==> src/rtl/mult_pkg.sv <==
// Shared types and constants for the iterative carry-save multiplier.
// Latency: n/a (declarations only).
// Backpressure: n/a.
package mult_pkg;

    localparam int DEFAULT_WIDTH = 32;
    localparam int DEFAULT_PW    = 2 * DEFAULT_WIDTH;

    // Sequencer states; 2-bit encoding keeps the state register minimal.
    typedef enum logic [1:0] {
        IDLE  = 2'd0,
        ACCUM = 2'd1,
        FINAL = 2'd2,
        DONE  = 2'd3
    } state_t;

    // Product width for a given operand width.
    function automatic int pw_of(input int width);
        return 2 * width;
    endfunction

endpackage

==> src/rtl/csa_row.sv <==
// 3:2 carry-save compressor row: folds three W-bit vectors into a (sum, carry) pair.
// Latency: purely combinational.
// Backpressure: none; no handshake at this level.
module csa_row #(
    parameter int W = 64
) (
    input  logic [W-1:0] x,
    input  logic [W-1:0] y,
    input  logic [W-1:0] z,
    output logic [W-1:0] s,
    output logic [W-1:0] c
);

    // Majority of the low W-1 bits only: the carry out of the top bit is dropped.
    logic [W-2:0] maj;

    assign s   = x ^ y ^ z;
    assign maj = (x[W-2:0] & y[W-2:0]) | (x[W-2:0] & z[W-2:0]) | (y[W-2:0] & z[W-2:0]);
    assign c   = {maj, 1'b0};

endmodule

==> src/rtl/csa_mult_sequencer.sv <==
// Iterative unsigned WIDTH x WIDTH multiplier: one CSA row per multiplier bit, then one CPA.
// Latency: accept at edge k -> out_valid from cycle k+N+2 (N = WIDTH, or msb(b)+1 with early exit).
// Backpressure: in_ready only in IDLE; DONE holds out_p/out_valid until out_ready.
module csa_mult_sequencer
    import mult_pkg::*;
#(
    parameter int WIDTH      = DEFAULT_WIDTH,
    parameter bit EARLY_EXIT = 1'b1
) (
    input  logic                 clk,
    input  logic                 rst_n,
    input  logic                 in_valid,
    output logic                 in_ready,
    input  logic [WIDTH-1:0]     in_a,
    input  logic [WIDTH-1:0]     in_b,
    output logic                 out_valid,
    input  logic                 out_ready,
    output logic [2*WIDTH-1:0]   out_p,
    output logic                 busy
);

    localparam int PW = pw_of(WIDTH);
    localparam int CW = (WIDTH > 1) ? $clog2(WIDTH) : 1;
    localparam logic [CW-1:0] CNT_LAST = CW'(WIDTH - 1);

    state_t          state_q;
    logic [PW-1:0]   a_q;
    logic [WIDTH-1:0] b_q;
    logic [PW-1:0]   sum_q;
    logic [PW-1:0]   carry_q;
    logic [CW-1:0]   cnt_q;
    logic [PW-1:0]   p_q;
    logic            in_ready_q;
    logic            out_valid_q;
    logic            busy_q;

    logic [PW-1:0]   pp_d;
    logic [PW-1:0]   sum_d;
    logic [PW-1:0]   carry_d;
    logic            last_d;

    // Partial product for the current multiplier bit, and the exit condition for ACCUM.
    assign pp_d   = b_q[0] ? a_q : '0;
    assign last_d = (cnt_q == CNT_LAST) || (EARLY_EXIT && ((b_q >> 1) == '0));

    csa_row #(.W(PW)) u_csa_row (
        .x (sum_q),
        .y (carry_q),
        .z (pp_d),
        .s (sum_d),
        .c (carry_d)
    );

    // Sequencer FSM with datapath registers; handshake outputs are registered alongside state.
    always_ff @(posedge clk) begin
        if (!rst_n) begin
            state_q     <= IDLE;
            a_q         <= '0;
            b_q         <= '0;
            sum_q       <= '0;
            carry_q     <= '0;
            cnt_q       <= '0;
            p_q         <= '0;
            in_ready_q  <= 1'b1;
            out_valid_q <= 1'b0;
            busy_q      <= 1'b0;
        end else begin
            case (state_q)
                IDLE: begin
                    if (in_valid) begin
                        a_q        <= {{WIDTH{1'b0}}, in_a};
                        b_q        <= in_b;
                        sum_q      <= '0;
                        carry_q    <= '0;
                        cnt_q      <= '0;
                        in_ready_q <= 1'b0;
                        busy_q     <= 1'b1;
                        state_q    <= ACCUM;
                    end
                end
                ACCUM: begin
                    sum_q   <= sum_d;
                    carry_q <= carry_d;
                    a_q     <= a_q << 1;
                    b_q     <= b_q >> 1;
                    cnt_q   <= cnt_q + CW'(1);
                    if (last_d) begin
                        state_q <= FINAL;
                    end
                end
                FINAL: begin
                    // Carry-out of the PW-bit add is discarded; a*b always fits in PW bits.
                    p_q         <= sum_q + carry_q;
                    out_valid_q <= 1'b1;
                    state_q     <= DONE;
                end
                DONE: begin
                    if (out_ready) begin
                        out_valid_q <= 1'b0;
                        busy_q      <= 1'b0;
                        in_ready_q  <= 1'b1;
                        state_q     <= IDLE;
                    end
                end
                default: begin
                    state_q <= IDLE;
                end
            endcase
        end
    end

    assign in_ready  = in_ready_q;
    assign out_valid = out_valid_q;
    assign out_p     = p_q;
    assign busy      = busy_q;

endmodule

==> config.mk <==
export PLATFORM = sky130hd
export DESIGN_NAME = csa_mult_sequencer
export DESIGN_NICKNAME = d
export VERILOG_FILES = /design/src/rtl/mult_pkg.sv /design/src/rtl/csa_row.sv /design/src/rtl/csa_mult_sequencer.sv
export SDC_FILE = /design/constraint.sdc
export NUM_CORES = 1
export LEC_CHECK = 0
export ABC_AREA = 1
export BUFFER_PORTS_ARGS = -buffer_cell sky130_fd_sc_hd__clkbuf_2
export CAP_MARGIN = 40
export CORE_UTILIZATION = 63
export CTS_BUF_LIST = sky130_fd_sc_hd__clkbuf_4 sky130_fd_sc_hd__clkbuf_8
export DETAILED_ROUTE_END_ITERATION = 6
export GPL_TIMING_DRIVEN = 1
export PLACE_DENSITY_LB_ADDON = 0.2
export SYNTH_ARGS = -nofsm -noshare
export SYNTH_HDL_FRONTEND = slang
export SYNTH_SLANG_ARGS = --single-unit
==> constraint.sdc <==
create_clock -name clk -period 2.5 [get_ports clk]
set_input_delay 0.5 -clock clk [delete_from_list [all_inputs] [get_ports clk]]
set_output_delay 0.5 -clock clk [all_outputs]
set_load 0.1 [all_outputs]
=== Word-level counts from Yosys, hierarchy flattened ===
Index checks and enable logic that the tools add are counted.

* Reductions and logical operators: 10
* Mux-type cells: 21
* Add/subtract/negate cells: 2
* Equal/unequal tests: 7
* Bitwise logic cells: 7

{| class="wikitable"
|+ Operators with widths
! cell !! number
|-
| one-hot mux 64 bit (2 select lines) || 3
|-
| two-way mux 64 bit || 3
|-
| AND 63 bit || 3
|-
| bitwise XOR 64 bit || 2
|-
| OR 63 bit || 2
|-
| adder 64 bit || 1
|-
| one-hot mux 32 bit (2 select lines) || 1
|-
| zero test 32 bit || 1
|-
| two-way mux 32 bit || 1
|-
| one-hot mux 5 bit (2 select lines) || 1
|-
| one-hot mux 2 bit (4 select lines) || 1
|-
| two-way mux 2 bit || 3
|-
| != test 2 bit (second input constant) || 3
|-
| one-hot mux 1 bit (2 select lines) || 3
|-
| AND reduction 3 bit || 2
|-
| nonzero test 2 bit || 3
|-
| adder 5 x 1 -> 5 bit (second input constant) || 1
|-
| equality test 5 bit (second input constant) || 1
|-
| two-way mux 5 bit || 1
|-
| equality test 2 bit (second input constant) || 2
|-
| two-way mux 1 bit || 4
|-
| AND reduction 2 bit || 2
|-
| equality test 2 x 1 -> 1 bit (second input constant) || 1
|-
| zero test 2 bit || 1
|-
| logical OR 1 bit || 1
|}

* Register bits: 298
* Output and inout port bits: 67
* Word-level logic and storage cells: 57

=== Depth between registers and ports, before layout ===
Gate-level depths: netlist of the first run.

* Depth after elaboration: 5
* Gate-level depth with buffers: 17
* Gate-level depth less buffers: 17

=== Modules after synthesis ===
A second synthesis of the first run with hierarchy kept.

* Cell total of the unflattened synthesis: 2989
* Area, all modules: 18853.1 sq um

{| class="wikitable"
|+ Modules (own cells, without submodules)
! module !! cells an instance !! instances !! area each (sq um)
|-
| csa_mult_sequencer || 2915 || 1 || 17545.6
|-
| csa_row || 74 || 1 || 1307.5
|}

=== Worst setup path before layout of the first run ===
Ideal clock, no wire load.

* Kind: register -> register
* Start point: register sum_q[1]
* End point: register p_q[45], in the netlist out_p[45]
* Required time: 2.391 ns
* Setup time: 0.109 ns
* Buffers on the path: 0
* Setup slack: 0.553 ns
* Cell stages (with the launch flop): 15
* Arrival: 1.838 ns
* Cells stage by stage: dfxtp_1 -> ha_1 -> inv_1 -> fa_1 -> nor2_1 -> or2_2 -> nand3_1 -> nand2_2 -> nand2_1 -> nand2_2 -> nand2_1 -> nand3_1 -> nand3_1 -> nand2_1 -> inv_1

* Cells in the longest elaborated chain, start to end: 1

{| class="wikitable"
|+ RTL lines
! what !! line !! source
|-
| start: declaration || csa_mult_sequencer.sv:29 || <nowiki>logic [PW-1:0] sum_q;</nowiki>
|-
| start signal: assignment || csa_mult_sequencer.sv:82 || <nowiki>sum_q <= sum_d;</nowiki>
|-
| adder 64 bit || csa_mult_sequencer.sv:93 || <nowiki>p_q <= sum_q + carry_q;</nowiki>
|-
| end signal: assignment || csa_mult_sequencer.sv:93 ||
|-
| end: declaration || csa_mult_sequencer.sv:32 || <nowiki>logic [PW-1:0] p_q;</nowiki>
|}

No other way between the ends.
A chain may end at the register's enable or synchronous reset.

=== Worst setup path in the final report of the first run ===
* Start point: register sum_q[1]
* End point: register p_q[51], in the netlist out_p[51]

Same word-level chain as after synthesis.

==> metrics.txt, run 1 <==
run status complete, no violations; mapped cell area 0.0185 mm^2; ys flop type dfxtp_1; sequential fraction of the synthesis area 32.2%; Core Area 0.0288 mm^2; Post CTS Setup Buffer Count 0; CP peak stage delay 0.43 ns; die height 173 um; Worst slew margin 39.8%; nets 3223; RSZ-0062 raised after global routing no; ANT cells 0; Mapped Nets 3116; Worst-path clk slew 0.06 ns; first-pass GRT wire length 87600 um; Least-Margin Pin Slew 0.902 ns; crit start category register; Post-synth EDFFs 0; Reg power frac 33.4%; First-pass DRT Iterations 7; hold path depth 3; initial antenna violation count 0; placed insts 3357; final WL 53900 um; beginning of the worst hold path in_b[31]; Clock Sinks 297; Switching Fraction 45.9%; clock share of power 26.8%; Die Area 0.0300 mm^2; cts bufs inserted 48; Setup Crit Path Kind register to register; Worst R2R End out_p[51]$_SDFFE_PN0P_; final hold violations 0; H-tree levels 2; total power per unit cell area 863 mW/mm^2; Ports 135; Worst Clk Skew 0.0204 ns; Pleak 10.8 nW; Yosys warnings 0; area of the multi-input gates 0.0103 mm^2; Initial Util 64.3%; reg2reg start sum_q[1]$_SDFFE_PN0P_; Combinational Power Share 39.8%; Initial DRC Count 1794; CTS tree done; number of global-route vias before repair 17.2k; fin. max-slew vios 0; CP Cell Sequence ha_1 -> inv_1 -> fa_1 -> inv_1 -> nand3_1 -> nand3_1 -> nand2_1 -> nand2_1 -> nand2_1 -> nand4_1 -> nand3_1 -> nand2_1 -> inv_1; worst skew pair latency 0.60 ns; Period minus WS final 2.32 ns; grt total ovfl 0; max_cap viols 0; worst hold endpoint b_q[31]$_SDFFE_PN0P_; Distinct cells, synth 35; Setup Total Neg Slack 0 ns; clock root buffer clkbuf_8; Max rail drop VDD 1.19 mV; largest net degree at the start of global routing 103; Final setup viols 0; Mean Syn Cell Area 6.34 um^2; internal power 9.63 mW; arrival time at the worst endpoint 2.81 ns; Post-DP HPWL 40600 um; Required @ worst endpoint 3.00 ns; # DRC 0; Slowest-stage cell, CP fa_1; Post-Layout Cell Count 3442; Fmax 432 MHz; All-Layer GR Usage 36.1%; via count 18.4k; share of cells above drive strength 1 9.74%; area growth from synthesis to layout 11.5%; die width 173 um; Reg2Reg Depth 13; Syn Inst Count 2916; fin crit share 92.7%; wire per inst 15.7 um; worst-path maximum fanout 3; GPL Wtd Cong 0.981; hold buffers post-CTS 0; row count 62; input/output buffers 134; Top cell by count, worst path nand2_1; CTS Buffer Depth 3; R2R Setup Slk 0.18 ns; Storage cell area 0.00595 mm^2; Async S/R FF share, synth 0%; min-delay worst type input pin to register; Fillers 2418; Yosys reg bits 297; Via-to-Cell Ratio 5.35; CP Capture Type register; Psw 8.16 mW; Routed Antenna Nets 0
==> logic make-up (layout without fill, tap and decap cells) <==
family | after synthesis | in the layout | share of synthesized area (%)
AND/OR/NAND/NOR | 1549 | 1549 | 33.2
buffers and inverters | 568 | 710 | 12.0
AO/OA/AOI/OAI | 341 | 341 | 9.78
flip-flops | 297 | 297 | 32.2
adder cells (fa/ha/maj) | 132 | 132 | 11.5
XOR/XNOR | 29 | 29 | 1.37
==> worst max-delay path: cells and delay by family, from the launching register on <==
kind	cells	cell delay [ns]
AND/OR/NAND/NOR	8	0.95
adder cells (fa/ha/maj)	2	0.67
flip-flops	1	0.39
buffers and inverters	3	0.21
==> per-stage QoR <==
step | total power, mW | util (%) | area, um^2 | hold slack, ns | worst slack, ns
finish | 17.8 | 71.6 | 20600 | 0.143 | 0.183
floorplan | 11.6 | - | 18500 | 0.442 | 0.553
detailed placement | 13.0 | 67.9 | 19500 | 0.435 | 0.203
CTS | 17.7 | 71.6 | 20600 | 0.138 | 0.209
global placement | 12.9 | 67.9 | 19500 | 0.435 | 0.193
global route | 18.6 | 71.6 | 20600 | 0.154 | 0.00865
==> flip-flops by register name (all words and copies together) (netlist names) <==
name	flops
busy	1
out_p	64
in_ready	1
b_q	32
a_q	64
cnt_q	5
out_valid	1
state_q	2
carry_q	63
sum_q	64
==> cells in the mapped netlist, types with 2 or more instances <==
cell type	number	area [um^2]
clkbuf_1	70	263
nor3_1	14	70.1
buf_4	18	135
dfxtp_1	297	5950
nand4_1	12	75.1
nor4_1	9	56.3
xor2_1	24	210
buf_2	16	80.1
o21bai_1	4	30.0
buf_1	2	7.51
o21ai_1	8	40.0
a31oi_1	62	388
nand2_2	15	93.8
a21oi_1	213	1070
fa_1	63	1260
nor2_2	8	50.1
nor3_2	5	50.1
xnor2_1	5	43.8
inv_2	4	15.0
nand3_2	9	90.1
nand2_1	1168	4380
nor2_4	2	22.5
o211ai_1	4	30.0
ha_1	69	863
o21ai_0	48	240
nand3_1	66	330
nor2_1	238	893
inv_1	456	1710
==> what timing repair did <==
action / 4_1_cts / 5_1_grt
endpoints found under the hold margin: 0 / 0
resized for setup: 0 / 2
setup endpoints to repair: 0 / 2
==> final cells by class <==
type                    instances  area share (%)
multi-input cells            2051            50.2
well taps                     384            2.33
inverters                     461            8.45
clock inverters                 8           0.643
repair buffers                164            4.95
flip-flops and latches        297            28.8
clock buffers                  77            4.59
==> per-layer routing <==
layer  global-route usage (%)  part of all wire, %  vias to the layer above
met1                     52.7                   46                     8472
met5                        0                    0                        -
li1                         -                    -                     9097
met3                     5.42                  8.3                       86
met4                     8.55                  1.9                        0
met2                     56.0                   44                      747
==> power by group through the flow <==
stage                     combinational [mW]  clock, mW  sequential (mW)
after global routing                    7.55       5.00             6.01
after floorplan                         2.97          0             8.60
after CTS                               7.04       4.77             5.93
after detailed placement                7.00          0             6.02
after global placement                  6.88          0             6.00
final                                   7.08       4.76             5.94
==> cell usage in the layout, fill, tap and decap left out, types with 12 or more instances in the layout <==
cell type and n:
a21oi_1 213, a31oi_1 62, buf_4 20, clkbuf_2 134
clkbuf_4 18, clkbuf_8 59, dfxtp_1 296, fa_1 63
ha_1 67, inv_1 456, nand2_1 1168, nand2_2 15
nand3_1 66, nand4_1 12, nor2_1 237, nor3_1 14
o21ai_0 47, xor2_1 24
==> worst max path at each step <==
| stage | startpoint | slack, ns | end | cells after the start |
|---|---|---|---|---|
| 4_1_cts | sum_q[1]$_SDFFE_PN0P_ | 0.21 | out_p[51]$_SDFFE_PN0P_ | 13 |
| 5_1_grt | sum_q[1]$_SDFFE_PN0P_ | 0.009 | out_p[63]$_SDFFE_PN0P_ | 16 |
| 3_3_place_gp | sum_q[1]$_SDFFE_PN0P_ | 0.19 | out_p[51]$_SDFFE_PN0P_ | 13 |
| 2_1_floorplan | sum_q[1]$_SDFFE_PN0P_ | 0.55 | out_p[45]$_SDFFE_PN0P_ | 14 |
| 6_report | sum_q[1]$_SDFFE_PN0P_ | 0.18 | out_p[51]$_SDFFE_PN0P_ | 13 |
| 3_5_place_dp | sum_q[1]$_SDFFE_PN0P_ | 0.20 | out_p[51]$_SDFFE_PN0P_ | 13 |
No activity file was read; power rests on OpenSTA's default activity.
==> run 2, diff against run 1 <==
CORE_MARGIN = 2   (was unset)
==> run 2 against run 1 <==
  * Power shrank 2.5%
  * Fmax down 3.2%
  * Cell count shrank 0.44%
  * Worst setup slack worse by 0.076 ns
  * Final area decreased by 0.56%
  * Clock skew is 0.021 ns higher
  * Clock power fell by 7.1%
  * Critical path depth fell by 1
  * Sequential power about the same
  * Combinational power fell by 2%
  * Register-to-register slack got worse by 0.08 ns
==> metrics.txt, run 2 (same netlist as run 1, synthesis figures left out) <==
run status complete, no violations; Routed Antenna Nets 0 (unchanged); Setup Crit Path Kind register to register; Ports 135 (unchanged); GPL Wtd Cong 1.01 (+2.9%); total power per unit cell area 846 mW/mm^2 (-2.0%); most common cell after layout, fill and taps aside nand2_1; Slowest-stage cell, CP ha_1; final hold violations 0 (unchanged); area of the multi-input gates 0.0104 mm^2 (+0.17%); Worst-path clk slew 0.06 ns (about the same); Worst R2R End out_p[43]$_SDFFE_PN0P_; CP Cell Sequence ha_1 -> nand2_1 -> nor2_2 -> inv_1 -> nor3_2 -> nand3_1 -> nand2_2 -> nand2_1 -> nand3_1 -> nand3_2 -> nand2_1 -> inv_1; fin. max-slew vios 0 (unchanged); Critical Path Sink out_p[43]$_SDFFE_PN0P_; CTS tree done; Worst Clk Skew 0.0413 ns (+0.0209 ns); Pleak 10.7 nW (-0.69%); First-pass DRT Iterations 6 (-1); Max rail drop VDD 2.39 mV (+100%); ANT cells 0 (unchanged); RSZ-0062 raised after global routing no; Period minus WS final 2.39 ns (+0.0760 ns); Initial Util 64.3% (unchanged); die height 175 um (+1.2%); R2R Setup Slk 0.11 ns (-0.08 ns); largest net degree at the start of global routing 188 (+83%); Core Area 0.0288 mm^2 (unchanged); CP Capture Type register; Post CTS Setup Buffer Count 0 (unchanged); Least-Margin Pin Slew 0.817 ns (-0.0847 ns); Via-to-Cell Ratio 5.29 (-0.98%); crit start category register; clock root buffer clkbuf_8; share of cells above drive strength 1 9.56% (-0.18 points); Fmax 418 MHz (-3.2%); crit path from carry_q[26]$_SDFFE_PN0P_; grt total ovfl 0 (unchanged); Required @ worst endpoint 2.96 ns (-0.04 ns); All-Layer GR Usage 34.4% (-1.7 points); Worst slew margin 45.5% (+5.7 points); H-tree levels 2 (unchanged); Post-DP HPWL 40300 um (-0.79%); cts bufs inserted 50 (+4.2%); max_cap viols 0 (unchanged); CP peak stage delay 0.44 ns (about the same); die width 175 um (+1.2%); area growth from synthesis to layout 10.9%; wire per inst 15.4 um (-1.8%); CTS Buffer Depth 3 (unchanged); input/output buffers 134 (unchanged); Reg2Reg Depth 12 (-1); worst-path maximum fanout 4 (+1); cts repair resizes 1 (+1); final WL 52700 um (-2.2%); via count 18.1k (-1.4%); Top cell by count, worst path nand2_1; Final setup viols 0 (unchanged); arrival time at the worst endpoint 2.85 ns (+0.04 ns); fin crit share 95.7% (+3.0 points); Clock Sinks 297 (unchanged); worst skew pair latency 0.60 ns (about the same); # DRC 0 (unchanged); min-delay worst type input pin to register; Storage cell area 0.00595 mm^2 (about the same); Setup Total Neg Slack 0 ns (unchanged); row count 62 (unchanged); hold buffers post-CTS 0 (unchanged); first-pass GRT wire length 84900 um (-3.2%); total power 17.3 mW (-2.5%); reg2reg start carry_q[26]$_SDFFE_PN0P_; number of global-route vias before repair 16.6k (-3.6%); initial antenna violation count 0 (unchanged); most frequent cells in the layout 1168 x nand2_1, 456 x inv_1, 293 x dfxtp_1; Die Area 0.0307 mm^2 (+2.3%); nets 3220 (-0.093%); Fillers 2460 (+1.7%); Initial DRC Count 1728 (-3.7%)
[run 2: how the worst min path moves through the flow]
stage                                     start               endpoint  slack (ns)  cells after the start
after detailed placement  in_ready$_SDFFE_PN1P_  in_ready$_SDFFE_PN1P_        0.45                      2
after CTS                              in_b[31]   b_q[31]$_SDFFE_PN0P_        0.13                      3
after global placement    in_ready$_SDFFE_PN1P_  in_ready$_SDFFE_PN1P_        0.44                      2
after floorplan           cnt_q[0]$_SDFFE_PN0P_  cnt_q[0]$_SDFFE_PN0P_        0.44                      1
final                                  in_b[31]   b_q[31]$_SDFFE_PN0P_        0.16                      3
after global routing                   in_b[31]   b_q[31]$_SDFFE_PN0P_        0.15                      3
[run 2: critical path: cells and delay by family (launching register included)]
family / cells / cell delay (ns)
fa+ha+maj: 1 / 0.44
buf+inv: 2 / 0.13
flops: 1 / 0.34
simple gates: 9 / 1.35
[run 2: per-stage QoR]
step                      area (um^2)  worst slack [ns]  cells  hold WS (ns)  util, %
after floorplan                 18500             0.553   2916         0.442        -
after global placement          19500            0.0240   3351         0.435     67.6
after detailed placement        19500            0.0311   3352         0.447     67.7
after CTS                       20500            0.0595   3427         0.132     71.2
after global routing            20500         0.0000904   3427         0.146     71.2
final                           20500             0.107   3427         0.156     71.2
[run 2: cell type report]
class	instances	share of cell area, %
clock buffers	69	4.33
inverters	461	8.50
clock inverters	6	0.476
multi-input cells	2051	50.5
repair buffers	159	4.77
well taps	384	2.34
flip-flops and latches	297	29.0
[run 2: where the power goes]
group	internal [mW]	switching (mW)	total, mW
Sequential	5.44	0.514	5.96
Clock	2.47	1.95	4.42
Combinational	1.43	5.53	6.96
[run 2: per-layer routing]
metal  track usage [%]  share of wire, %  vias up
met5                 0                 0        -
met4              9.72               2.5        0
met3              6.10               9.1       95
met2              51.6                43      770
met1              50.8                46     8179
li1                  -                 -     9099
